File: src/rtl/imem_pkg.sv
// Shared definitions for the instruction-memory load path.
// Holds the controller state encoding, the word size in bytes and the
// default instruction memory depth, which the CPU top and the instruction
// memory import as well so all three agree on capacity.
package imem_pkg;

    typedef enum logic [1:0] {
        IDLE = 2'd0,
        LOAD = 2'd1,
        RUN  = 2'd2,
        ERR  = 2'd3
    } ctrl_state_t;

    localparam int WORD_BYTES  = 4;
    localparam int DEPTH_BYTES = 80;

endpackage

File: src/rtl/imem_idle_timer.sv
// Idle-cycle counter for the load stream.
// Ports:
//   clk, reset : clock and synchronous active-high reset
//   clr        : forces the count back to zero (has priority over en)
//   en         : counts one idle cycle
//   expire     : high in the idle cycle that brings the count to TIMEOUT,
//                so the owner can react on that same edge
module imem_idle_timer #(
    parameter int TIMEOUT = 16
) (
    input  logic clk,
    input  logic reset,
    input  logic clr,
    input  logic en,
    output logic expire
);

    localparam int CNT_W = (TIMEOUT > 1) ? $clog2(TIMEOUT) : 1;

    logic [CNT_W-1:0] count_reg;

    // The count only needs to reach TIMEOUT-1: the next idle cycle is the
    // one that expires, and the owner leaves the counting state on it.
    assign expire = en && (count_reg == CNT_W'(TIMEOUT - 1));

    always_ff @(posedge clk) begin
        if (reset || clr) begin
            count_reg <= '0;
        end else if (en && !expire) begin
            count_reg <= count_reg + 1'b1;
        end
    end

endmodule

File: src/rtl/imem_load_ctrl.sv
// Instruction memory load controller.
// Accepts 32-bit program words on a valid/ready stream, writes them to
// consecutive word addresses of the instruction memory, then releases the
// CPU to run. A stalled stream (TIMEOUT idle cycles) lands in ERR.
// Ports:
//   clk, reset                 : clock, synchronous active-high reset
//   load_req                   : start / restart a load (ignored in LOAD)
//   in_valid, in_data, in_last : program word stream, in_ready back
//   mem_we, mem_waddr, mem_wdata : registered memory write port
//   cpu_run, cpu_start         : CPU enable and one-cycle start pulse
//   load_done, load_err        : status (RUN / ERR)
//   word_count                 : words accepted in the current/last load
module imem_load_ctrl
    import imem_pkg::*;
#(
    parameter int DEPTH_BYTES = imem_pkg::DEPTH_BYTES,
    parameter int ADDR_W      = 32,
    parameter int TIMEOUT     = 16
) (
    input  logic              clk,
    input  logic              reset,
    input  logic              load_req,
    input  logic              in_valid,
    input  logic [31:0]       in_data,
    input  logic              in_last,
    output logic              in_ready,
    output logic              mem_we,
    output logic [ADDR_W-1:0] mem_waddr,
    output logic [31:0]       mem_wdata,
    output logic              cpu_run,
    output logic              cpu_start,
    output logic              load_done,
    output logic              load_err,
    output logic [ADDR_W-1:0] word_count
);

    localparam int DEPTH_WORDS = DEPTH_BYTES / WORD_BYTES;

    ctrl_state_t       state_reg, state_next;
    logic              mem_we_reg;
    logic [ADDR_W-1:0] mem_waddr_reg;
    logic [31:0]       mem_wdata_reg;
    logic [ADDR_W-1:0] word_count_reg;
    logic              start_reg;

    logic accept;
    logic last_slot;
    logic timer_clr;
    logic timer_en;
    logic timer_expire;

    // Moore handshake: ready depends on state only.
    assign in_ready  = (state_reg == LOAD);
    assign accept    = in_ready && in_valid;
    // word_count is the index of the word being accepted right now.
    assign last_slot = (word_count_reg == ADDR_W'(DEPTH_WORDS - 1));

    // Any accept (or being outside LOAD) restarts the idle count, so a
    // final accept can never coincide with an expiry.
    assign timer_clr = !in_ready || accept;
    assign timer_en  = in_ready && !in_valid;

    imem_idle_timer #(
        .TIMEOUT (TIMEOUT)
    ) u_idle_timer (
        .clk    (clk),
        .reset  (reset),
        .clr    (timer_clr),
        .en     (timer_en),
        .expire (timer_expire)
    );

    always_comb begin
        state_next = state_reg;
        case (state_reg)
            IDLE: if (load_req) state_next = LOAD;
            LOAD: begin
                if (accept && (in_last || last_slot)) begin
                    state_next = RUN;
                end else if (timer_expire) begin
                    state_next = ERR;
                end
            end
            RUN:  if (load_req) state_next = LOAD;
            ERR:  if (load_req) state_next = LOAD;
            default: state_next = IDLE;
        endcase
    end

    always_ff @(posedge clk) begin
        if (reset) begin
            state_reg      <= IDLE;
            mem_we_reg     <= 1'b0;
            mem_waddr_reg  <= '0;
            mem_wdata_reg  <= '0;
            word_count_reg <= '0;
            start_reg      <= 1'b0;
        end else begin
            state_reg  <= state_next;
            mem_we_reg <= accept;
            start_reg  <= (state_next == RUN) && (state_reg != RUN);
            if (accept) begin
                // Byte address = word index * 4 at full address width.
                mem_waddr_reg  <= {word_count_reg[ADDR_W-3:0], 2'b00};
                mem_wdata_reg  <= in_data;
                word_count_reg <= word_count_reg + 1'b1;
            end else if ((state_reg != LOAD) && (state_next == LOAD)) begin
                word_count_reg <= '0;
            end
        end
    end

    assign mem_we     = mem_we_reg;
    assign mem_waddr  = mem_waddr_reg;
    assign mem_wdata  = mem_wdata_reg;
    assign word_count = word_count_reg;
    assign cpu_start  = start_reg;
    assign cpu_run    = (state_reg == RUN);
    assign load_done  = (state_reg == RUN);
    assign load_err   = (state_reg == ERR);

endmodule

File: config.mk
export PLATFORM = sky130hd
export DESIGN_NAME = imem_load_ctrl
export DESIGN_NICKNAME = d
export VERILOG_FILES = /design/src/rtl/imem_pkg.sv /design/src/rtl/imem_idle_timer.sv /design/src/rtl/imem_load_ctrl.sv
export SDC_FILE = /design/constraint.sdc
export NUM_CORES = 1
export LEC_CHECK = 0
export ABC_CLOCK_PERIOD_IN_PS = 2400
export CAP_MARGIN = 30
export CORE_ASPECT_RATIO = 1.25
export CORE_UTILIZATION = 40
export CTS_BUF_LIST = sky130_fd_sc_hd__clkbuf_4 sky130_fd_sc_hd__clkbuf_8
export DETAILED_ROUTE_END_ITERATION = 7
export PLACE_DENSITY = 0.84
export SLEW_MARGIN = 20
export SYNTH_ARGS = -nofsm -noshare
export SYNTH_HDL_FRONTEND = slang
export SYNTH_SLANG_ARGS = --single-unit
File: constraint.sdc
create_clock -name clk -period 2.4 [get_ports clk]
set_input_delay 0.72 -clock clk [delete_from_list [all_inputs] [get_ports clk]]
set_output_delay 0.72 -clock clk [all_outputs]
set_load 0.005 [all_outputs]
; After elaboration in Yosys (flattened, before gate mapping)
; Cells that the tools add are included.
[totals]
ff_bits = 102
[classes]
n_eq_ne = 9
n_reduce_logical = 16
n_mux = 6
addsub = 2
[op_table]
columns = op, count
row1 = $mux 32, 2
row2 = $add 32x1->32 const B, 1
row3 = $eq 32x5->1 const B, 1
row4 = $logic_and 1x1->1, 7
row5 = $eq 2x2->1 const B, 3
row6 = $mux 2, 3
row7 = $add 4x1->4 const B, 1
row8 = $eq 2x1->1 const B, 2
row9 = $eq 4x4->1 const B, 1
row10 = $pmux 2 s2, 1
row11 = $logic_not 1->1, 3
row12 = $logic_or 1x1->1, 3
row13 = $reduce_or 3->1, 1
row14 = $logic_not 2->1, 1
row15 = $ne 2x1->1 const B, 1
row16 = $ne 2x2->1 const B, 1
row17 = $reduce_bool 2->1, 1

; Logic depth before layout (Yosys ltp)
; Gate-level depths: netlist (run 1).
[depth]
ltp_word = 10
mapped_depth = 7
mapped_depth_nobuf = 6

; Hierarchy
; From an unflattened synthesis (run 1), not the netlist that was laid out.
[unflattened]
cells_unflattened = 533
hier_area_um2 = 4257.8
[modules_own_cells]
columns = module, area_each_um2, n_inst, cells_each
row1 = imem_load_ctrl, 4066.4, 1, 510
row2 = imem_idle_timer, 191.4, 1, 23

; Worst setup path after synthesis (run 1)
; OpenSTA, ideal clock, no wires.
[synth_timing]
path_type = input port to flip-flop
startpoint = input port in_valid
endpoint = register word_count_reg[31], in the netlist word_count[31]
setup_ns = 0.059
slack_ns = 0.457
n_path_buf = 0
stages = 5
arrival_time_ns = 1.884
path_cell_list = nand3b_1 > nor3_4 > nand2_2 > or4_1 > nand2_1
[synth_between]
elab_chain_len = 9
[synth_lines]
columns = item, line_no
row1 = start: declaration, imem_load_ctrl.sv:23  ; input logic in_valid,
row2 = $logic_not 1->1, imem_load_ctrl.sv:61  ; assign timer_en = in_ready && !in_valid;
row3 = $logic_and 1x1->1, imem_load_ctrl.sv:61
row4 = $logic_and 1x1->1, imem_idle_timer.sv:24  ; assign expire = en && (count_reg == CNT_W'(TIMEOUT - 1));
row5 = $mux 2, imem_load_ctrl.sv:80  ; end else if (timer_expire) begin
row6 = $mux 2, imem_load_ctrl.sv:78  ; if (accept && (in_last || last_slot)) begin
row7 = $pmux 2 s2, imem_load_ctrl.sv:75  ; case (state_reg)
row8 = $eq 2x1->1, imem_load_ctrl.sv:107  ; end else if ((state_reg != LOAD) && (state_next == LOAD)) begin
row9 = $logic_and 1x1->1, imem_load_ctrl.sv:107
row10 = $reduce_bool 2->1 (no source line), n/a
row11 = end signal: assignment, imem_load_ctrl.sv:106  ; word_count_reg <= word_count_reg + 1'b1;
row12 = end: declaration, imem_load_ctrl.sv:43  ; logic [ADDR_W-1:0] word_count_reg;
; Several ways; a longest one is shown, not always the timed one.
; A chain may end at the register's enable or synchronous reset.

; Worst setup path after layout (run 1)
[layout_timing]
startpoint = register state_reg[1]
endpoint = output port cpu_run
[layout_between]
elab_chain_len = 1
[layout_lines]
columns = item, line_no
row1 = start: declaration, imem_load_ctrl.sv:39  ; ctrl_state_t state_reg, state_next;
row2 = start signal: assignment, imem_load_ctrl.sv:99  ; state_reg <= state_next;
row3 = $eq 2x2->1, imem_load_ctrl.sv:118  ; assign cpu_run = (state_reg == RUN);
row4 = end: declaration, imem_load_ctrl.sv:30  ; output logic cpu_run,
; Every way passes these cells.

==> results of run 1 <==
[worst max-delay path, cell delays in order (launching register included)]
cell and delay, ps:
sky130_fd_sc_hd__dfxtp_1 390, sky130_fd_sc_hd__inv_1 90, sky130_fd_sc_hd__nor2_1 180, sky130_fd_sc_hd__clkdlybuf4s50_1 530
[area by class of cell]
class	count	share of cell area (%)
flip-flops and latches	102	34.6
multi-input cells	368	32.3
well taps	129	2.74
inverters	5	0.318
clock inverters	6	1.46
repair buffers	160	26.3
clock buffers	10	2.23
[metrics by stage]
step | instances | hold WS [ps] | setup TNS (ps) | area (sq um) | power, uW
6_report | 780 | 457 | 0 | 5900 | 3180
3_3_place_gp | 764 | 441 | -25.0 | 5680 | 2030
4_1_cts | 780 | 459 | 0 | 5900 | 3210
5_1_grt | 780 | 474 | 0 | 5900 | 3310
2_1_floorplan | 511 | 453 | 0 | 4120 | 1890
3_5_place_dp | 764 | 448 | -186 | 5680 | 2040
[cell usage in the layout, fill, tap and decap left out, types with 3 or more instances in the layout]
cell	count
sky130_fd_sc_hd__clkbuf_8	9
sky130_fd_sc_hd__nand4b_1	3
sky130_fd_sc_hd__nand2_1	145
sky130_fd_sc_hd__nor4_1	5
sky130_fd_sc_hd__o211ai_1	3
sky130_fd_sc_hd__dfxtp_1	102
sky130_fd_sc_hd__nand4_1	10
sky130_fd_sc_hd__a21oi_1	74
sky130_fd_sc_hd__inv_1	5
sky130_fd_sc_hd__mux2_1	3
sky130_fd_sc_hd__clkdlybuf4s50_1	135
sky130_fd_sc_hd__nand3_1	30
sky130_fd_sc_hd__nor3_1	5
sky130_fd_sc_hd__nor2_1	27
sky130_fd_sc_hd__nor4_2	3
sky130_fd_sc_hd__o31ai_1	13
sky130_fd_sc_hd__buf_4	24
sky130_fd_sc_hd__mux2i_1	3
sky130_fd_sc_hd__or4_1	5
sky130_fd_sc_hd__a211oi_1	3
[kinds of logic (layout without fill, tap and decap cells)]
kind of cell	Yosys count	after routing	share of synthesized area [%]
compound gates	100	100	13.8
xor+xnor	2	2	0.426
fa+ha+maj	2	2	0.608
buf+inv	41	181	4.16
flops	102	102	49.6
mux	7	7	1.82
other cells	1	2	0.0911
simple gates	255	255	29.5
[power groups by stage]
stage | Clock (uW) | Combinational (uW) | Sequential, uW
6_report | 1180 | 266 | 1740
2_1_floorplan | 0 | 110 | 1780
3_3_place_gp | 0 | 261 | 1770
4_1_cts | 1210 | 267 | 1740
5_1_grt | 1280 | 290 | 1740
3_5_place_dp | 0 | 266 | 1780
[worst min-delay path by stage]
| stage | start | to | slack [ps] | depth (start not counted) |
|---|---|---|---|---|
| after global routing | mem_wdata[28] | mem_wdata[28] | 470 | 2 |
| after CTS | mem_wdata[28] | mem_wdata[28] | 460 | 2 |
| after detailed placement | mem_wdata[22] | mem_wdata[22] | 450 | 2 |
| after global placement | mem_wdata[28] | mem_wdata[28] | 440 | 2 |
| after floorplan | mem_waddr[10] | mem_waddr[10] | 450 | 2 |
| final | mem_wdata[16] | mem_wdata[16] | 460 | 2 |
[layer usage]
metal | vias to the layer above | global-route usage (%) | wire [um]
li1 | 2027 | - | -
met1 | 1917 | 24.0 | 4390
met2 | 146 | 38.9 | 5840
met3 | 10 | 6.82 | 850
met4 | 0 | 8.00 | 165
met5 | - | 0 | 0
==> results.md, run 1 <==
- Post-CTS resize count: 0
- H-tree levels: 3
- Total CTS buffers: 9
- Proportion of layout cells with a drive suffix above 1: 8.29%
- Wire length of the first global-routing pass: 18400 um
- Number of search-and-repair iterations in the first detailed-routing pass: 5
- DRC Markers: 0
- Crit path capture: cpu_run
- Startpoint of the worst setup timing path: state_reg[1]
- Mean Syn Cell Area: a little over 8 sq um
- Maximum clock path buffer count: 2
- Worst slew margin relative to its limit: a little over three fifths
- Cells after synthesis: 510
- Worst slack, placed: -64.3 ps
- GR Util All Layers: 21.7%
- Die area: 10700 sq um
- Reg2reg setup slack: between 400 and 500 ps
- Most area-hungry cell type in the Yosys netlist: sky130_fd_sc_hd__dfxtp_1
- Yosys warns: 0
- End of the worst register-to-register path: word_count[31]
- Ratio of routed vias to standard cells: approximately 5.3
- Crit Path Class: reg2out
- Unique masters post-synth: 46
- Number of synthesized register bits: 102
- Post-detailed-route count of antenna-violating nets: 0
- Wire per inst: 14.4 um
- CTS Sinks: 102
- Number of fillers in the final layout: 940
- Area occupied by multi-input gates: about 1900 sq um
- Routability Congestion: 0.848
- Portion of the post-synthesis area used by sequential elements: approximately half
- Post-Route Skew: 15.6 ps
- Largest driver fanout on the critical path: 5
- Horizontal die dimension: around 93 um
- PortBufs: 136
- Unrepaired setup endpoints after global routing: no
- Detailed-route wire length: approximately 11000 um
- Initial drt markers: between 150 and 200
- Reg-to-Reg Start: word_count[10]
- Vias post-DR: 4100
- Top-count cell post-synth: sky130_fd_sc_hd__nand2_1
- Sequential group share of total power: 54.6%
- Setup violations, final: 0
- Switching share of total power: 22.9%
- Critical path arrival: 1560 ps
- Flip-flop cell with the highest count after synthesis: sky130_fd_sc_hd__dfxtp_1
- Library cell used as clock root buffer: sky130_fd_sc_hd__clkbuf_8
- Power spent charging and discharging nets: a little over 700 uW
- Total grt overflow: 0
- Initial standard-cell utilization of the core: 40.9%
- Leading post-synthesis cells by cell area: sky130_fd_sc_hd__dfxtp_1, sky130_fd_sc_hd__nand2_1, sky130_fd_sc_hd__a21oi_1
- Status: finished, final reports clean
- Total core area: 10100 sq um
- VDD IR max: 0.393 mV
- Post-layout min period: about 2300 ps
- Clock-pin slew on the worst setup and hold paths: 100 ps
- IO Pins: 139
- Final setup margin: 122 ps
- Number of max-capacitance violations reported: 0
- Number of setup buffers added after CTS: 0
- Final number of hold-violating endpoints: 0
- Worst Tran Pin Value: 559 ps
- Worst Setup End Kind: output pin
- Post-synth design cell area: approximately 4100 sq um
- Number of buffers inserted by hold repair at cts: 0
- Final clock period utilization by the worst path: between 90% and 100%
- Power density of the placed cells: around 540 nW/um^2
- Maximum number of pins on one net before global-route repair: 44
- Most common library cells after synthesis: sky130_fd_sc_hd__nand2_1, sky130_fd_sc_hd__dfxtp_1, sky130_fd_sc_hd__a21oi_1, sky130_fd_sc_hd__nand3_1
- Post-synth top area share: 49.6%
- Internal: 2450 uW
- Via count of the first global-routing pass: 3895
- Vertical extent of the die: 115 um
- Skew-Pair Late Insertion Delay: 370 ps
- Antenna violations before repair: 0
- Layout Utilization: 58.7%
- Timing-limited maximum frequency: 439 MHz
- Ys async rst share: 0%
- Area Growth Syn to Fin: 43.3%
- Path category of the worst min-delay check: reg2reg
- Number of cells on the worst reg-to-reg path: 5
- Leakage dissipation: 0.00201 uW
- Gate power share: 8.4%
- Worst path required time: about 1700 ps
- Count of flip-flops with a built-in enable after synthesis: 0
- Share of total power in the clock network: 37.0%
- Total number of nets in the final design: 685
- Total half-perimeter wirelength after legalization and detailed placement: about 8000 um
- Ant. Diodes: 0
- Number of pins exceeding their max-slew limit in the final report: 0
- Total area of sequential cells: a little over 2000 sq um
- Number of placement rows: a little over 40
- Type of element launching the critical path: flip-flop
- CTS tree: done
(Power assumes the default switching activity.)
==> run 2, diff against run 1 <==
- CELL_PAD_IN_SITES_DETAIL_PLACEMENT: not set -> 0
- CELL_PAD_IN_SITES_GLOBAL_PLACEMENT: not set -> 1
- CORE_UTILIZATION: 40 -> 34
- GPL_TIMING_DRIVEN: not set -> 1
- PLACE_DENSITY: 0.84 -> 0.95
==> results.md, run 2 (synthesis gave the netlist of run 1 again) <==
- Number of fillers in the final layout: 1149
- Die area: 12600 sq um
- Unrepaired setup endpoints after global routing: no
- DRC Markers: 0
- Vertical extent of the die: 125 um
- H-tree levels: 3
- Library cell used as clock root buffer: sky130_fd_sc_hd__clkbuf_8
- Area Growth Syn to Fin: 44.6%
- CTS tree: done
- Maximum clock path buffer count: 2
- Total half-perimeter wirelength after legalization and detailed placement: 8230 um
- IO Pins: 139
- Top library cells by usage in the layout, fill and taps aside: sky130_fd_sc_hd__nand2_1, sky130_fd_sc_hd__clkdlybuf4s50_1, sky130_fd_sc_hd__dfxtp_1
- Ratio of routed vias to standard cells: roughly 5.0
- Post-detailed-route count of antenna-violating nets: 0
- Via count of the first global-routing pass: 4046
- Antenna violations before repair: 0
- Horizontal die dimension: 100 um
- Wire per inst: 14.3 um
- Power density of the placed cells: between 500 and 600 nW/um^2
- Number of buffers inserted by hold repair at cts: 0
- Leakage dissipation: 0.00202 uW
- Vias post-DR: 4085
- CTS Sinks: 102
- Number of search-and-repair iterations in the first detailed-routing pass: 4
- Final setup margin: 113 ps
- Crit Path Class: reg2out
- Post-Route Skew: about 17 ps
- Most common library cell in the layout ignoring fill and taps: sky130_fd_sc_hd__nand2_1
- Worst stage delay on the critical path: 520 ps
- Total grt overflow: 0
- Worst path required time: 1680 ps
- Skew-Pair Late Insertion Delay: between 300 and 400 ps
- Cells along the critical path: inv_1 > nor2_2 > clkdlybuf4s50_1
- Number of pins exceeding their max-slew limit in the final report: 0
- Routability Congestion: 0.806
- Total design power: 3230 uW
- Worst slack, placed: -27.2 ps
- Initial drt markers: 151
- Clock-pin slew on the worst setup and hold paths: 110 ps
- Critical path arrival: between 1500 and 2000 ps
- Timing-limited maximum frequency: 437 MHz
- Total number of nets in the final design: approximately 690
- Maximum number of pins on one net before global-route repair: 44
- Number of max-capacitance violations reported: 0
- Setup violations, final: 0
- Path category of the worst min-delay check: reg2reg
- Cell with the biggest individual delay on the critical path: sky130_fd_sc_hd__clkdlybuf4s50_1
- Ant. Diodes: 0
- Total CTS buffers: 9
- VDD IR max: slightly above 0.3 mV
- Status: finished, final reports clean
- Final number of hold-violating endpoints: 0
- Largest driver fanout on the critical path: 5
- Proportion of layout cells with a drive suffix above 1: between 8 and 9%
- Worst Setup End Kind: output pin
- Number of placement rows: 44
- PortBufs: 136
- Detailed-route wire length: 11600 um
- Type of element launching the critical path: flip-flop
- Total core area: 11700 sq um
- Wire length of the first global-routing pass: 19000 um
- Post-layout min period: 2290 ps
- GR Util All Layers: 18.9%
- Initial standard-cell utilization of the core: 35.1%
- Final clock period utilization by the worst path: 95.3%
[run 2: cell count changes in the layout (fill, tap and decap cells not counted)]
cell	change
sky130_fd_sc_hd__clkinvlp_4	-1
sky130_fd_sc_hd__clkbuf_8	+1
sky130_fd_sc_hd__nor2_1	-1
sky130_fd_sc_hd__nor2_2	+1
sky130_fd_sc_hd__clkinv_4	+1
sky130_fd_sc_hd__clkinv_2	-1
[run 2: final timing paths]
check	slack (ps)	cells after the start	startpoint	to
worst max-delay path	110	3	state_reg[1]	cpu_run
worst min-delay path	460	2	mem_wdata[9]	mem_wdata[9]
worst max register to register	390	5	word_count[10]	word_count[20]
worst min register to register	460	2	mem_wdata[9]	mem_wdata[9]
[run 2: worst max-delay path: cells and delay by family, from the launching register on]
| kind | cells | cell delay, ps |
|---|---|---|
| AND/OR/NAND/NOR | 1 | 170 |
| buffers and inverters | 2 | 610 |
| flip-flops | 1 | 400 |
[run 2: report_power, final]
group	total (uW)	internal (uW)	switching [uW]
registers	1740	1720	17.7
logic	267	135	132
clock network	1230	630	600
[run 2: timing repair]
action,CTS,global route
buffers inserted,0,0
resized for setup,0,1
endpoints found under the setup margin,0,2
[run 2: through the flow]
| stage | utilization [%] | hold WS [ps] | TNS [ps] | area, sq um | instances |
|---|---|---|---|---|---|
| after CTS | 50.7 | 461 | 0 | 5950 | 812 |
| after detailed placement | 48.8 | 448 | -36.4 | 5720 | 796 |
| after global routing | 50.8 | 481 | 0 | 5950 | 812 |
| after global placement | 48.8 | 441 | -18.7 | 5720 | 796 |
| after floorplan | - | 453 | 0 | 4120 | 511 |
| final | 50.8 | 457 | 0 | 5950 | 812 |
[run 2: layer usage]
layer / up-vias / share of wire, % / GRT usage (%)
li1: 2020 / - / -
met4: 0 / 1.5 / 6.82
met1: 1937 / 42 / 21.6
met5: - / 0 / 0
met2: 115 / 50 / 33.0
met3: 13 / 6.5 / 5.48
[run 2: final cells by class]
| class | instances | area (sq um) | share of cell area (%) |
|---|---|---|---|
| clock inverters | 5 | 82.6 | 1.39 |
| repair buffers | 160 | 1550 | 26.1 |
| flip-flops and latches | 102 | 2040 | 34.3 |
| clock buffers | 11 | 145 | 2.44 |
| well taps | 161 | 201 | 3.38 |
| multi-input cells | 368 | 1910 | 32.1 |
| inverters | 5 | 18.8 | 0.315 |
